$ cat src/rtl/serial_adder.sv
// Bit-serial adder/subtractor: one full-adder cell reused over WIDTH cycles, LSB first.
// Define SERIAL_ADDER_OVF_EN to build the signed-overflow flag; otherwise ovf is tied low.
module serial_adder #(
  parameter int WIDTH = 8
) (
  input  logic             clk,
  input  logic             rst_n,
  input  logic             start,
  input  logic             sub,
  input  logic [WIDTH-1:0] a,
  input  logic [WIDTH-1:0] b,
  input  logic             c_in,
  output logic             busy,
  output logic             done,
  output logic [WIDTH-1:0] sum,
  output logic             c_out,
  output logic             ovf
);

  localparam int CW = $clog2(WIDTH);

  typedef enum logic [1:0] {
    IDLE,
    RUN,
    DONE
  } state_t;

  state_t state;
  state_t state_nxt;

  logic [CW-1:0]    cnt;
  logic [WIDTH-1:0] a_q;
  logic [WIDTH-1:0] b_q;
  logic             cy_q;
  logic [WIDTH-2:0] sr;
  logic [WIDTH-1:0] cat;

  logic fa_a;
  logic fa_b;
  logic fa_s;
  logic fa_c;
  logic last;
  logic accept;
  logic run;

  assign run    = (state == RUN);
  assign accept = start && !run;
  assign last   = (cnt == CW'(WIDTH - 1));

  assign fa_a = a_q[cnt];
  assign fa_b = b_q[cnt];
  assign fa_s = fa_a ^ fa_b ^ cy_q;
  assign fa_c = (fa_a & fa_b) | (cy_q & (fa_a ^ fa_b));

  // New bit enters at the top; after the last bit cat holds the full result.
  assign cat = {fa_s, sr};

  assign busy = run;
  assign done = (state == DONE);

  always_comb begin
    state_nxt = state;
    unique case (state)
      IDLE: begin
        if (start) state_nxt = RUN;
      end
      RUN: begin
        if (last) state_nxt = DONE;
      end
      DONE: begin
        state_nxt = start ? RUN : IDLE;
      end
      default: state_nxt = IDLE;
    endcase
  end

  always_ff @(posedge clk or negedge rst_n) begin
    if (!rst_n) begin
      state <= IDLE;
    end else begin
      state <= state_nxt;
    end
  end

  always_ff @(posedge clk or negedge rst_n) begin
    if (!rst_n) begin
      cnt  <= '0;
      a_q  <= '0;
      b_q  <= '0;
      cy_q <= 1'b0;
      sr   <= '0;
    end else if (accept) begin
      cnt  <= '0;
      a_q  <= a;
      b_q  <= b ^ {WIDTH{sub}};
      cy_q <= c_in ^ sub;
    end else if (run) begin
      cy_q <= fa_c;
      sr   <= cat[WIDTH-1:1];
      if (!last) cnt <= cnt + CW'(1);
    end
  end

  always_ff @(posedge clk or negedge rst_n) begin
    if (!rst_n) begin
      sum   <= '0;
      c_out <= 1'b0;
    end else if (run && last) begin
      sum   <= cat;
      c_out <= fa_c;
    end
  end

`ifdef SERIAL_ADDER_OVF_EN
  logic ovf_q;

  // cy_q at the last step is the carry into the MSB.
  always_ff @(posedge clk or negedge rst_n) begin
    if (!rst_n) begin
      ovf_q <= 1'b0;
    end else if (run && last) begin
      ovf_q <= cy_q ^ fa_c;
    end
  end

  assign ovf = ovf_q;
`else
  assign ovf = 1'b0;
`endif

endmodule

$ cat config.mk
export PLATFORM = sky130hd
export DESIGN_NAME = serial_adder
export DESIGN_NICKNAME = d
export VERILOG_FILES = /design/src/rtl/serial_adder.sv
export SDC_FILE = /design/constraint.sdc
export NUM_CORES = 1
export LEC_CHECK = 0
export ABC_AREA = 1
export ABC_CLOCK_PERIOD_IN_PS = 2900
export BUFFER_PORTS_ARGS = -buffer_cell sky130_fd_sc_hd__buf_2
export CAP_MARGIN = 15
export CORE_UTILIZATION = 59
export DETAILED_ROUTE_END_ITERATION = 12
export GPL_TIMING_DRIVEN = 1
export PLACE_DENSITY_LB_ADDON = 0.05
export SLEW_MARGIN = 20
export SYNTH_ARGS = -nofsm -noshare
export SYNTH_HDL_FRONTEND = slang
export SYNTH_SLANG_ARGS = --single-unit
$ cat constraint.sdc
create_clock -name clk -period 2.9 [get_ports clk]
set_input_delay 0.58 -clock clk [delete_from_list [all_inputs] [get_ports clk]]
set_output_delay 0.58 -clock clk [all_outputs]
set_load 0.05 [all_outputs]
==> impl_results.md <==
* Status: finished, violations left
* Failing checks: DRC
* Fillers at 250
* Required @ worst endpoint at 2.32 ns
* Io pins at 33
* Final Total Pwr at 2.532 mW
* P_leak at 1.125 nW
* Number of diodes at 0
* H-tree Lvls at 2
* Clk sinks at 38
* First-pass GRT wire length at 5809 µm
* Post-DRT Antenna Nets at 0
* Max-slew violation count at 0
* Fin nets at approximately 260
* Cells after DPL at 263
* Wirelength per Cell at approximately 12 µm
* Vias in the first global route at 1,413
* Fin crit period at 1.958 ns
* Placeable Area at 0.002853 mm²
* Placed Area at around 0.0020 mm²
* Hold WC Path Type: input port to asynchronous set/reset pin
* Critical Path Slowest Stage Cell: dfrtp_1
* Starting Density at 63.95%
* Synth Net Count at 232
* R2R cell count at 9
* RSZ-0062 raised after global routing: false
* Synth-to-Final Area Change at 14.06%
* Final period util at 67.51%
* Fin cells at 271
* CTS Hold Bufs at 0
* Layout cells sized above 1 at 25.00%
* Syn_area_per_cell at 8.770 µm²
* Worst-Margin Slew at 0.8316 ns
* Die Span Y at ~58 µm
* Count of state elements after synthesis at 38
* Unique masters post-synth at 18
* Mapped Cells at 208
* Warning count from the yosys run at 0
* CTS root buf: clkbuf_4
* Drt drc at 3
* Register clock-pin slew on the reported worst setup and hold paths at 0.11 ns
* Synthesized area at 0.001824 mm²
* Setup TNS Final at 0 ns
* Design area at 0.002081 mm²
* Clk_skew at 0.008035 ns
* CTS tree: built
* WS Path Type: flip-flop to output port
* Placer Congestion at 0.8075
* WHS at between 0.3 and 0.4 ns
* DRT iter0 DRCs at 103
* Clock insertion delay at the later pin of the skew report at 0.34 ns
* Total Routed Length at about 3300 µm
* Clk buf depth at 2
* # rows at 19
* Dpl hpwl at roughly 2400 µm
* Crit end category: output port
* Hold Vio Cnt, Final at 0
* Pwr/cell area at 1217 mW/mm²
* Global Route Usage Sum at ~23%
* Slowest cell delay on critical path at 0.38 ns
* Post-synthesis sequential area ratio at 52.13%
* Grt total ovfl at 0
* DIE AREA at 0.003318 mm²
* Vias at ~1,400
* Post-CTS Repair Setup Buffers at 0
* Largest net degree at the start of global routing at 39
* CTS buffer count at 5
* Maximum vdd drop at 601.9 µV
* Critical path arrival at 1.38 ns
* Crit-path max FO at 17
* Max-Cap Viols at 0
* FMAX at 510.7 MHz
* IO buf count at 31
* Antenna violations before repair at 0
* Startpoint types: flip-flop
* Setup violations, final at 0
* Normalized max-slew margin at 44.56%
* DRT Pass-1 Iters at 8
* CP Cell Sequence: inv_1 -> nand2_4 -> inv_2 -> buf_2
* Vias per cell at 5.133
* Die extent in x at a little under 60 µm
* Post-CTS Resized at 0
==> layer usage <==
layer | wire length [µm] | track usage (%) | vias to the layer above
li1 | - | - | 695
met1 | 1427 | 26.36 | 639
met2 | 1653 | 41.53 | 48
met3 | 152 | 5.442 | 9
met4 | 50 | 8.014 | 0
met5 | 0 | 0 | -
==> sequential cells by signal, indices dropped and copies added (netlist names) <==
signal,count
cy_q,1
a_q,8
cnt,3
sr,7
c_out,1
b_q,8
sum,8
state,2
==> kinds of logic (layout without fill, tap and decap cells) <==
family                   after synthesis  after routing  synth area share (%)
other                                  1              1                0.2056
XOR/XNOR                               9              9                 4.321
flip-flops                            38             38                 52.13
AND/OR/NAND/NOR                       83             83                 19.00
buffers and inverters                 40             72                 9.465
adder cells (fa/ha/maj)                3              3                 2.469
AO/OA/AOI/OAI                         34             34                 12.41
==> synthesized netlist by cell type, drive strengths merged <==
cell    number  area [µm²]
buf          6       45.04
clkbuf       1       3.750
conb         1       3.750
dfrtp       38       950.9
fa           1       20.02
ha           2       25.02
inv         33       123.9
nand2       72       292.8
nand3       10       50.05
nor2         1       3.750
o21ai       34       226.5
xnor2        8       70.07
xor2         1       8.760
==> cell usage in the layout (no fill, tap or decap), types with 2 or more instances in the layout <==
master and n:
nand2_1 69, dfrtp_1 38, buf_2 31, inv_1 30
o21ai_0 19, o21ai_2 15, nand3_1 10, xnor2_1 8
clkbuf_4 5, nand2_4 3, inv_2 3, ha_1 2
bufinv_16 2
==> worst max-delay path: cells and delay by family, from the launching register on <==
family / cells / cell delay (ns)
buffers and inverters: 3 / 0.53
flip-flops: 1 / 0.38
AND/OR/NAND/NOR: 1 / 0.14
==> metrics by stage <==
step | utilization, % | setup WS, ns
2_1_floorplan | - | 1.249
3_3_place_gp | 69.04 | 1.223
3_5_place_dp | 69.04 | 1.094
4_1_cts | 72.94 | 0.9473
5_1_grt | 72.94 | 0.8852
6_report | 72.94 | 0.9421
==> where the power goes <==
group / total (mW) / internal (mW) / switching (mW)
Combinational: 1.15 / 0.354 / 0.796
Sequential: 0.917 / 0.771 / 0.145
Clock: 0.465 / 0.292 / 0.173
Total: 2.53 / 1.42 / 1.11
==> layout make-up <==
cell class | count | area [µm²] | share of cell area (%)
flip-flops and latches | 38 | 950.9 | 45.70
repair buffers | 31 | 155.1 | 7.456
multi-input cells | 130 | 700.7 | 33.67
well taps | 31 | 38.79 | 1.864
clock buffers | 6 | 51.30 | 2.465
inverters | 33 | 123.9 | 5.953
clock inverters | 2 | 60.06 | 2.886
==> worst paths after layout <==
| path | startpoint | end | slack (ns) |
|---|---|---|---|
| worst max-delay path | state[1]$_DFFE_PN0P_ | busy | 0.94 |
| worst min-delay path | rst_n | sr[0]$_DFFE_PN0P_ | 0.32 |
| worst max register to register | cnt[0]$_DFFE_PN0P_ | sr[6]$_DFFE_PN0P_ | 1.07 |
| worst min register to register | sum[1]$_DFFE_PN0P_ | sum[1]$_DFFE_PN0P_ | 0.49 |
| max in group asynchronous | rst_n | cnt[0]$_DFFE_PN0P_ | 2.05 |
| min in group clk | a[2] | a_q[2]$_DFFE_PN0P_ | 0.44 |
Note: power is estimated with default switching activity, not from simulation.
